--- config.mk ---
export PLATFORM = sky130hd
export DESIGN_NAME = mem_access_stage
export DESIGN_NICKNAME = d
export VERILOG_FILES = /design/src/rtl/mem_pkg.sv /design/src/rtl/mem_align.sv /design/src/rtl/mem_access_stage.sv
export SDC_FILE = /design/constraint.sdc
export NUM_CORES = 1
export LEC_CHECK = 0
export BUFFER_PORTS_ARGS = -buffer_cell sky130_fd_sc_hd__buf_2
export CORE_AREA = 2 2 213 215
export DETAILED_ROUTE_END_ITERATION = 10
export DIE_AREA = 0 0 215 217
export PLACE_DENSITY = 0.71
export SLEW_MARGIN = 25
export SYNTH_ARGS = -nofsm -noshare
export SYNTH_HDL_FRONTEND = slang
export SYNTH_SLANG_ARGS = --single-unit
--- constraint.sdc ---
create_clock -name clk -period 6.3 [get_ports clk]
set_input_delay 0.945 -clock clk [delete_from_list [all_inputs] [get_ports clk]]
set_output_delay 0.945 -clock clk [all_outputs]
set_load 0.05 [all_outputs]
--- src/rtl/mem_pkg.sv ---
// ============================================================================
// mem_pkg: shared types and constants for the memory-access stage
// Revision: 1.0
// ============================================================================
`default_nettype none

package mem_pkg;

  localparam int XLEN    = 64;
  localparam int REGBITS = 5;

  typedef enum logic [1:0] {
    IDLE  = 2'd0,
    REQ   = 2'd1,
    WAIT  = 2'd2,
    DRAIN = 2'd3
  } mem_state_t;

  localparam logic [2:0] F3_LB  = 3'b000;
  localparam logic [2:0] F3_LH  = 3'b001;
  localparam logic [2:0] F3_LW  = 3'b010;
  localparam logic [2:0] F3_LD  = 3'b011;
  localparam logic [2:0] F3_LBU = 3'b100;
  localparam logic [2:0] F3_LHU = 3'b101;
  localparam logic [2:0] F3_LWU = 3'b110;

endpackage

`default_nettype wire

--- src/rtl/mem_align.sv ---
// ============================================================================
// mem_align: store shift/strobe, load extract/extend, misalignment detect
// Revision: 1.0
// ============================================================================
`default_nettype none

module mem_align
  import mem_pkg::*;
#(
  parameter int XLEN = mem_pkg::XLEN
) (
  input  logic [2:0]      funct3,
  input  logic            is_load,
  input  logic            is_store,
  input  logic [XLEN-1:0] addr,
  input  logic [XLEN-1:0] store_data,
  input  logic [XLEN-1:0] rdata,
  output logic [XLEN-1:0] wdata,
  output logic [7:0]      wstrb,
  output logic [XLEN-1:0] lddata,
  output logic            misaligned
);

  logic [2:0]      w_off;
  logic [5:0]      w_shamt;
  logic [XLEN-1:0] w_shifted;
  logic            w_size_mis;
  logic            w_illegal;

  always_comb begin
    w_off     = addr[2:0];
    w_shamt   = {w_off, 3'b000};
    wdata     = store_data << w_shamt;
    w_shifted = rdata >> w_shamt;

    // funct3[1:0] encodes access size for both loads and stores
    wstrb      = 8'h00;
    w_size_mis = 1'b0;
    case (funct3[1:0])
      2'd0: begin wstrb = 8'h01 << w_off; w_size_mis = 1'b0;        end
      2'd1: begin wstrb = 8'h03 << w_off; w_size_mis = addr[0];     end
      2'd2: begin wstrb = 8'h0F << w_off; w_size_mis = |addr[1:0];  end
      default: begin wstrb = 8'hFF;       w_size_mis = |addr[2:0];  end
    endcase
    if (!is_store) wstrb = 8'h00;

    w_illegal  = (is_load && funct3 == 3'b111) || (is_store && funct3[2]);
    misaligned = (is_load || is_store) && (w_size_mis || w_illegal);

    case (funct3)
      F3_LB:   lddata = {{(XLEN-8){w_shifted[7]}},   w_shifted[7:0]};
      F3_LH:   lddata = {{(XLEN-16){w_shifted[15]}}, w_shifted[15:0]};
      F3_LW:   lddata = {{(XLEN-32){w_shifted[31]}}, w_shifted[31:0]};
      F3_LBU:  lddata = {{(XLEN-8){1'b0}},  w_shifted[7:0]};
      F3_LHU:  lddata = {{(XLEN-16){1'b0}}, w_shifted[15:0]};
      F3_LWU:  lddata = {{(XLEN-32){1'b0}}, w_shifted[31:0]};
      default: lddata = w_shifted;
    endcase
  end

endmodule

`default_nettype wire

--- src/rtl/mem_access_stage.sv ---
// ============================================================================
// mem_access_stage: RV64 memory-access pipeline stage (execute -> writeback)
// Revision: 1.0
// ============================================================================
`default_nettype none

module mem_access_stage
  import mem_pkg::*;
#(
  parameter int XLEN    = mem_pkg::XLEN,
  parameter int REGBITS = mem_pkg::REGBITS
) (
  input  logic               clk,
  input  logic               rst,
  input  logic               in_valid,
  output logic               in_ready,
  input  logic [31:0]        in_pc,
  input  logic [XLEN-1:0]    in_alures,
  input  logic [XLEN-1:0]    in_store_data,
  input  logic [2:0]         in_funct3,
  input  logic               in_is_load,
  input  logic               in_is_store,
  input  logic               in_is_ecall,
  input  logic [REGBITS-1:0] in_rd,
  input  logic               in_flush,
  output logic               dc_req_valid,
  input  logic               dc_req_ready,
  output logic [XLEN-1:0]    dc_req_addr,
  output logic               dc_req_we,
  output logic [XLEN-1:0]    dc_req_wdata,
  output logic [7:0]         dc_req_wstrb,
  input  logic               dc_resp_valid,
  input  logic [XLEN-1:0]    dc_resp_rdata,
  output logic               out_valid,
  output logic [31:0]        out_pc,
  output logic [XLEN-1:0]    out_lddata,
  output logic [XLEN-1:0]    out_alures,
  output logic               out_ld_or_alu,
  output logic [REGBITS-1:0] out_rd,
  output logic               out_is_ecall,
  output logic               out_misaligned
);

  mem_state_t state_q, state_d;

  logic [31:0]        pc_q, pc_d;
  logic [XLEN-1:0]    addr_q, addr_d;
  logic [XLEN-1:0]    sdata_q, sdata_d;
  logic [2:0]         f3_q, f3_d;
  logic               ld_q, ld_d;
  logic               st_q, st_d;
  logic               ec_q, ec_d;
  logic [REGBITS-1:0] rd_q, rd_d;

  logic               out_valid_q, out_valid_d;
  logic [31:0]        out_pc_q, out_pc_d;
  logic [XLEN-1:0]    out_lddata_q, out_lddata_d;
  logic [XLEN-1:0]    out_alures_q, out_alures_d;
  logic               out_ld_or_alu_q, out_ld_or_alu_d;
  logic [REGBITS-1:0] out_rd_q, out_rd_d;
  logic               out_is_ecall_q, out_is_ecall_d;
  logic               out_misaligned_q, out_misaligned_d;

  logic               w_idle;
  logic [2:0]         w_f3;
  logic               w_ld;
  logic               w_st;
  logic [XLEN-1:0]    w_addr;
  logic [XLEN-1:0]    w_sdata;
  logic [XLEN-1:0]    w_wdata;
  logic [7:0]         w_wstrb;
  logic [XLEN-1:0]    w_lddata;
  logic               w_misaligned;

  // One aligner serves both phases: live inputs in IDLE, latched op otherwise
  assign w_idle  = (state_q == IDLE);
  assign w_f3    = w_idle ? in_funct3     : f3_q;
  assign w_ld    = w_idle ? in_is_load    : ld_q;
  assign w_st    = w_idle ? in_is_store   : st_q;
  assign w_addr  = w_idle ? in_alures     : addr_q;
  assign w_sdata = w_idle ? in_store_data : sdata_q;

  mem_align #(.XLEN(XLEN)) u_align (
    .funct3     (w_f3),
    .is_load    (w_ld),
    .is_store   (w_st),
    .addr       (w_addr),
    .store_data (w_sdata),
    .rdata      (dc_resp_rdata),
    .wdata      (w_wdata),
    .wstrb      (w_wstrb),
    .lddata     (w_lddata),
    .misaligned (w_misaligned)
  );

  always_comb begin
    state_d          = state_q;
    pc_d             = pc_q;
    addr_d           = addr_q;
    sdata_d          = sdata_q;
    f3_d             = f3_q;
    ld_d             = ld_q;
    st_d             = st_q;
    ec_d             = ec_q;
    rd_d             = rd_q;
    out_valid_d      = 1'b0;
    out_pc_d         = out_pc_q;
    out_lddata_d     = out_lddata_q;
    out_alures_d     = out_alures_q;
    out_ld_or_alu_d  = out_ld_or_alu_q;
    out_rd_d         = out_rd_q;
    out_is_ecall_d   = out_is_ecall_q;
    out_misaligned_d = out_misaligned_q;

    case (state_q)
      IDLE: begin
        if (in_valid && !in_flush) begin
          if (!(in_is_load || in_is_store) || w_misaligned) begin
            out_valid_d      = 1'b1;
            out_pc_d         = in_pc;
            out_alures_d     = in_alures;
            out_ld_or_alu_d  = 1'b0;
            out_rd_d         = w_misaligned ? '0 : in_rd;
            out_is_ecall_d   = in_is_ecall;
            out_misaligned_d = w_misaligned;
          end else begin
            pc_d    = in_pc;
            addr_d  = in_alures;
            sdata_d = in_store_data;
            f3_d    = in_funct3;
            ld_d    = in_is_load;
            st_d    = in_is_store;
            ec_d    = in_is_ecall;
            rd_d    = in_rd;
            state_d = REQ;
          end
        end
      end
      REQ: begin
        // A flush coinciding with the handshake still owes us a response
        if (in_flush) state_d = dc_req_ready ? DRAIN : IDLE;
        else if (dc_req_ready) state_d = WAIT;
      end
      WAIT: begin
        if (in_flush) begin
          state_d = dc_resp_valid ? IDLE : DRAIN;
        end else if (dc_resp_valid) begin
          out_valid_d      = 1'b1;
          out_pc_d         = pc_q;
          out_alures_d     = addr_q;
          out_lddata_d     = ld_q ? w_lddata : out_lddata_q;
          out_ld_or_alu_d  = ld_q;
          out_rd_d         = st_q ? '0 : rd_q;
          out_is_ecall_d   = ec_q;
          out_misaligned_d = 1'b0;
          state_d          = IDLE;
        end
      end
      DRAIN: begin
        if (dc_resp_valid) state_d = IDLE;
      end
      default: state_d = IDLE;
    endcase
  end

  always_ff @(posedge clk) begin
    if (rst) begin
      state_q          <= IDLE;
      pc_q             <= '0;
      addr_q           <= '0;
      sdata_q          <= '0;
      f3_q             <= '0;
      ld_q             <= 1'b0;
      st_q             <= 1'b0;
      ec_q             <= 1'b0;
      rd_q             <= '0;
      out_valid_q      <= 1'b0;
      out_pc_q         <= '0;
      out_lddata_q     <= '0;
      out_alures_q     <= '0;
      out_ld_or_alu_q  <= 1'b0;
      out_rd_q         <= '0;
      out_is_ecall_q   <= 1'b0;
      out_misaligned_q <= 1'b0;
    end else begin
      state_q          <= state_d;
      pc_q             <= pc_d;
      addr_q           <= addr_d;
      sdata_q          <= sdata_d;
      f3_q             <= f3_d;
      ld_q             <= ld_d;
      st_q             <= st_d;
      ec_q             <= ec_d;
      rd_q             <= rd_d;
      out_valid_q      <= out_valid_d;
      out_pc_q         <= out_pc_d;
      out_lddata_q     <= out_lddata_d;
      out_alures_q     <= out_alures_d;
      out_ld_or_alu_q  <= out_ld_or_alu_d;
      out_rd_q         <= out_rd_d;
      out_is_ecall_q   <= out_is_ecall_d;
      out_misaligned_q <= out_misaligned_d;
    end
  end

  assign in_ready       = w_idle;
  assign dc_req_valid   = (state_q == REQ);
  assign dc_req_addr    = {addr_q[XLEN-1:3], 3'b000};
  assign dc_req_we      = st_q;
  assign dc_req_wdata   = w_wdata;
  assign dc_req_wstrb   = w_wstrb;

  assign out_valid      = out_valid_q;
  assign out_pc         = out_pc_q;
  assign out_lddata     = out_lddata_q;
  assign out_alures     = out_alures_q;
  assign out_ld_or_alu  = out_ld_or_alu_q;
  assign out_rd         = out_rd_q;
  assign out_is_ecall   = out_is_ecall_q;
  assign out_misaligned = out_misaligned_q;

endmodule

`default_nettype wire

# Word level (Yosys, flattened, before mapping)
# Cells that the tools add are included.
dict set report op_classes {
  n_eq_ne 17
  shift 5
  n_mux 55
  bitwise 2
  reduce_logical 21
}
# cell n
set op_table {}
lappend op_table {{$pmux W64 S6} 1}
lappend op_table {{$mux W64} 5}
lappend op_table {{$mux W32} 4}
lappend op_table {{$pmux W64 S2} 1}
lappend op_table {{$pmux W32 S2} 1}
lappend op_table {{$shl A64 B6 Y64} 1}
lappend op_table {{$shr A64 B6 Y64} 1}
lappend op_table {{$mux W5} 6}
lappend op_table {{$pmux W8 S3} 1}
lappend op_table {{$mux W1} 18}
lappend op_table {{$mux W2} 8}
lappend op_table {{$eq A3 B3 Y1 const B} 4}
lappend op_table {{$pmux W5 S2} 1}
lappend op_table {{$mux W8} 1}
lappend op_table {{$pmux W1 S2} 4}
lappend op_table {{$pmux W2 S4} 1}
lappend op_table {{$shl A1 B3 Y8 const A} 1}
lappend op_table {{$shl A2 B3 Y8 const A} 1}
lappend op_table {{$shl A4 B3 Y8 const A} 1}
lappend op_table {{$eq A2 B2 Y1 const B} 3}
lappend op_table {{$mux W3} 2}
lappend op_table {{$ne A2 B2 Y1 const B} 3}
lappend op_table {{$reduce_and A3 Y1} 2}
lappend op_table {{$logic_or A1 B1 Y1} 5}
lappend op_table {{16 further kinds} 24}
dict set report word_totals {
  ff_bits 342
  inputBits 241
  output_inout_bits 308
  wordCells 117
}

# Logic depth before layout (Yosys ltp)
dict set report depth {
  ltp_word 11
  ltp_mapped 19
}

# Hierarchy
# Synthesis repeated with hierarchy kept, for this count alone.
dict set report hier_totals {
  cells_unflattened 2326
  hier_area_um2 20005.4
}
# mod n_inst cells_per_inst area_each_um2
set by_module_without_submodules {}
lappend by_module_without_submodules {mem_access_stage 1 1737 15315.9}
lappend by_module_without_submodules {mem_align 1 589 4689.5}

# Worst setup path before layout
# Ideal clock, no wire load.
dict set report synth_timing {
  path_type {input to output}
  start {input in_alures[0]}
  end {output dc_req_wdata[49]}
  arrival_time_ps 3681
  required_ps 5355
  slack_ps 1674
  path_stages 10
  path_cell_list {buf_2 -> nor3b_1 -> nor2_1 -> clkbuf_1 -> buf_2 -> buf_2 -> nand2_1 -> nor2_1 -> a21oi_1 -> o21ai_0}
}
dict set report synth_via {
  elab_chain_cells 2
}
# item line
set synth_lines {}
lappend synth_lines {{from (decl)} mem_access_stage.sv:18} ;# input logic [XLEN-1:0] in_alures,
lappend synth_lines {{$mux W3} mem_access_stage.sv:80} ;# assign w_addr = w_idle ? in_alures : addr_q;
lappend synth_lines {{$shl A64 B6 Y64} mem_align.sv:33} ;# wdata = store_data << w_shamt;
lappend synth_lines {{to (decl)} mem_access_stage.sv:30} ;# output logic [XLEN-1:0] dc_req_wdata,
# No other way between the ends.

# Worst setup path in the final report
dict set report layout_timing {
  start {register state_q[1]}
  end {output dc_req_wstrb[0]}
}
dict set report layout_via {
  elab_chain_cells 5
  word_cells_on_any_way 12
}
# item line
set layout_lines {}
lappend layout_lines {{from (decl)} mem_access_stage.sv:44} ;# mem_state_t state_q, state_d;
lappend layout_lines {{from (signal assigned)} mem_access_stage.sv:186} ;# state_q <= state_d;
lappend layout_lines {{$logic_not A2 Y1 (*)} mem_access_stage.sv:76} ;# assign w_idle = (state_q == IDLE);
lappend layout_lines {{$mux W3 (on tied branches)} {mem_access_stage.sv:80, mem_access_stage.sv:77}}
lappend layout_lines {{$shl A4 B3 Y8, or another cell as far along} mem_align.sv:42} ;# 2'd2: begin wstrb = 8'h0F << w_off; w_size_mis = |addr[1:0]; end
lappend layout_lines {{$pmux W8 S3} mem_align.sv:39} ;# case (funct3[1:0])
lappend layout_lines {{$mux W8 (*)} mem_align.sv:45} ;# if (!is_store) wstrb = 8'h00;
lappend layout_lines {{to (decl)} mem_access_stage.sv:31} ;# output logic [7:0] dc_req_wstrb,
# Every way passes the cells marked *; elsewhere a longest branch is shown, timed or not.

==> impl_metrics.env <==
export IMPL_post_cts_buffers=0
export IMPL_tritoncts_num_sinks=342
export IMPL_irDropWorstVdd_mv=0.255
export IMPL_clock_tree_htree_level_count=2
export IMPL_cts_resized_gates=0
export IMPL_drt_initial_drc_count=1847
export IMPL_grt_pass1_vias=18300
export IMPL_grt_antenna_before_repair=20
export IMPL_postLayoutCoreUtil=0.535
export IMPL_p_switching_mw=2.79
export IMPL_skew_ps=10.2
export IMPL_timing_rr_start="state_q[1]"
export IMPL_pwr_density_cell_nw_per_um2=301
export IMPL_power_share_switching=0.388
export IMPL_dieWidth_microns=215
export IMPL_setup_tns_ps=0
export IMPL_max_freq_mhz=200
export IMPL_layout_commonest_cell="sky130_fd_sc_hd__buf_2"
export IMPL_boundaryPins=549
export IMPL_hold_path_endpoint="out_lddata[7]"
export IMPL_setup_violations_final=0
export IMPL_min_from="out_lddata[7]"
export IMPL_crit_path_max_fanout=41
export IMPL_drt_pass1_iterations=6
export IMPL_synth_edf_count=0
export IMPL_final_hold_violation_count=0
export IMPL_detail_route_antenna_nets=0
export IMPL_status="completed"
export IMPL_port_buffers=545
export IMPL_combinationalPowerShare=0.330
export IMPL_power_frac_clock=0.335
export IMPL_post_route_period_util=0.794
export IMPL_worstSetupPathType="flop to output pin"
export IMPL_postCtsHoldBufs=0
export IMPL_whs_ps=454
export IMPL_clk_latency_ps=570
export IMPL_dr_total_vias=19000
export IMPL_seq_power_share=0.334
export IMPL_synth_top_cells_by_area="sky130_fd_sc_hd__dfxtp_1, sky130_fd_sc_hd__mux2i_1, sky130_fd_sc_hd__nand2b_1"
export IMPL_synth_warnings=0
export IMPL_netlist_cell_type_count=62
export IMPL_critPathRequiredTime_ps=5350
export IMPL_design_die_area_sq_um=46700
export IMPL_fraction_of_registers_with_async_set_or_reset_after_synthesis=0
export IMPL_synth_flop_cell="sky130_fd_sc_hd__dfxtp_1"
export IMPL_syn_area_per_cell_sq_um=8.49
export IMPL_synth_ff_latch_count=342
export IMPL_synth_top_area_cell="sky130_fd_sc_hd__dfxtp_1"
export IMPL_floorplan_core_area_sq_um=44700
export IMPL_timing_max_transition_violations_final=0
export IMPL_clock_path_buffers=3
export IMPL_wirelength_microns=71000
export IMPL_grt_max_degree=214
export IMPL_min_delay_path_class="flop to flop"
export IMPL_remaining_max_slew_budget_at_the_tightest_pin=0.293
export IMPL_cts_root_buf="sky130_fd_sc_hd__clkbuf_16"
export IMPL_groute_usage_overall=0.293
export IMPL_cp_end_kind="output pin"
export IMPL_dpl_hpwl_microns=51300
export IMPL_timing_rr_end="addr_q[45]"
export IMPL_arrival_ps=4060
export IMPL_clkTransAtPathRegs_ps=70
export IMPL_synthesis_instances=2375
export IMPL_post_route_cells_drive_above_1_share=0.252
export IMPL_tightest_slew_ps=1060
export IMPL_placement_cell_area_sq_um=22500
export IMPL_timing_reg2reg_worst_path_depth=9
export IMPL_detail_route_drc_violations=0
export IMPL_detail_route_wl_per_cell_microns=21.2
export IMPL_die_height_microns=217
export IMPL_grt_overflow=0
export IMPL_cts_buffers_inserted=41
export IMPL_areaGrowthSynthToFinish_pct=18.6
export IMPL_std_cell_rows=78
export IMPL_cts_tree="yes"
export IMPL_wire_length_of_the_first_global_routing_pass_microns=108000
export IMPL_final_min_clock_period_ps=5000
export IMPL_power_total_mw=7.18
export IMPL_worst_setup_path_start_kind="flop"
export IMPL_rd_place_congestion=0.974
export IMPL_start_util=0.451
export IMPL_rrSetupSlack_ps=1580
export IMPL_rsz0062_at_grt="no"
export IMPL_synth_top_area_frac=0.340
export IMPL_p_int_mw=4.39
export IMPL_finish_net_count=2964
export IMPL_max_cap_violations=0
export IMPL_final_cell_mix="sky130_fd_sc_hd__buf_2, sky130_fd_sc_hd__mux2i_1, sky130_fd_sc_hd__nand2b_1"
export IMPL_worst_hold_path_num_cells=2
export IMPL_power_leakage_nw=10.3
export IMPL_viasPerCell=5.67
export IMPL_finish_instance_area_sq_um=23900
export IMPL_synthesis_area_sq_um=20200
export IMPL_synth_yosys_seq_area_share=0.340
[worst max-delay path by stage]
stage | start | end | cells past startpoint
after floorplan | in_alures[0] | dc_req_wdata[49] | 10
after global placement | state_q[1] | addr_q[60] | 9
after detailed placement | state_q[1] | addr_q[45] | 11
after CTS | state_q[1] | dc_req_wstrb[6] | 7
after global routing | state_q[1] | dc_req_wstrb[0] | 7
final | state_q[1] | dc_req_wstrb[0] | 7
[through the flow]
step | std cells | setup WS (ps)
CTS | 3345 | 1390
detailed placement | 3275 | 1580
global placement | 3275 | 1770
finish | 3356 | 1300
global route | 3355 | 1130
floorplan | 2377 | 1670
[layer usage]
layer,up-vias,GRT usage,routed length (microns)
li1,8970,-,-
met1,8993,0.379,29800
met2,901,0.472,32500
met3,166,0.0621,5970
met4,10,0.125,2690
met5,-,0,64
[registers in the layout, summed over array words and instances, names as in the netlist]
| signal | flops |
|---|---|
| out_misaligned | 1 |
| out_is_ecall | 1 |
| f3_q | 3 |
| sdata_q | 64 |
| dc_req_we | 1 |
| rd_q | 5 |
| out_rd | 5 |
| out_pc | 32 |
| addr_q | 64 |
| out_alures | 64 |
| ld_q | 1 |
| pc_q | 32 |
| out_valid | 1 |
| out_lddata | 64 |
| ec_q | 1 |
| state_q | 2 |
| out_ld_or_alu | 1 |
[area by class of cell]
cell class / instances / area [sq um]
diodes: 11 / 27.5
clock buffers: 59 / 1170
clock inverters: 11 / 164
fillers: 4276 / 20800
inverters: 8 / 30.0
multi-input cells: 1752 / 11900
flip-flops and latches: 342 / 6850
well taps: 600 / 751
repair buffers: 573 / 3030
[power groups by stage]
stage | clock, mW | sequential, mW | combinational, mW
2_1_floorplan | 0 | 2.67 | 1.51
3_3_place_gp | 0 | 2.44 | 2.32
3_5_place_dp | 0 | 2.44 | 2.35
4_1_cts | 2.45 | 2.40 | 2.35
5_1_grt | 2.53 | 2.42 | 2.51
6_report | 2.41 | 2.40 | 2.37
[cells in the mapped netlist, drive strengths merged, types with 7 or more instances]
| library cell | n |
|---|---|
| a221o | 7 |
| a32oi | 14 |
| clkbuf | 147 |
| and3 | 11 |
| nor3 | 14 |
| a311oi | 20 |
| mux2 | 28 |
| a22oi | 15 |
| nor2b | 37 |
| o211ai | 14 |
| o21ai | 42 |
| or3 | 12 |
| dfxtp | 342 |
| o22ai | 34 |
| inv | 8 |
| nand2b | 347 |
| a211oi | 200 |
| a21oi | 117 |
| nand3 | 19 |
| nand2 | 158 |
| buf | 128 |
| mux2i | 366 |
| nor2 | 243 |
[cell families after synthesis]
group,Yosys count,synth area share
adders and majority gates,5,0.00310
DFF,342,0.340
other,1,0.000186
AOI/OAI and AO/OA,487,0.168
muxes,394,0.197
buffers and inverters,283,0.0737
and+or+nand+nor,862,0.217
xor gates and xnor gates,1,0.000435
[worst max-delay path: stages (launching register included)]
cell	delay, ps
sky130_fd_sc_hd__dfxtp_1	690
sky130_fd_sc_hd__or2_2	350
sky130_fd_sc_hd__inv_2	250
sky130_fd_sc_hd__buf_4	370
sky130_fd_sc_hd__o31ai_1	630
sky130_fd_sc_hd__nand2_1	440
sky130_fd_sc_hd__a21oi_1	390
sky130_fd_sc_hd__buf_2	330
Note: power is estimated with default switching activity, not from simulation.
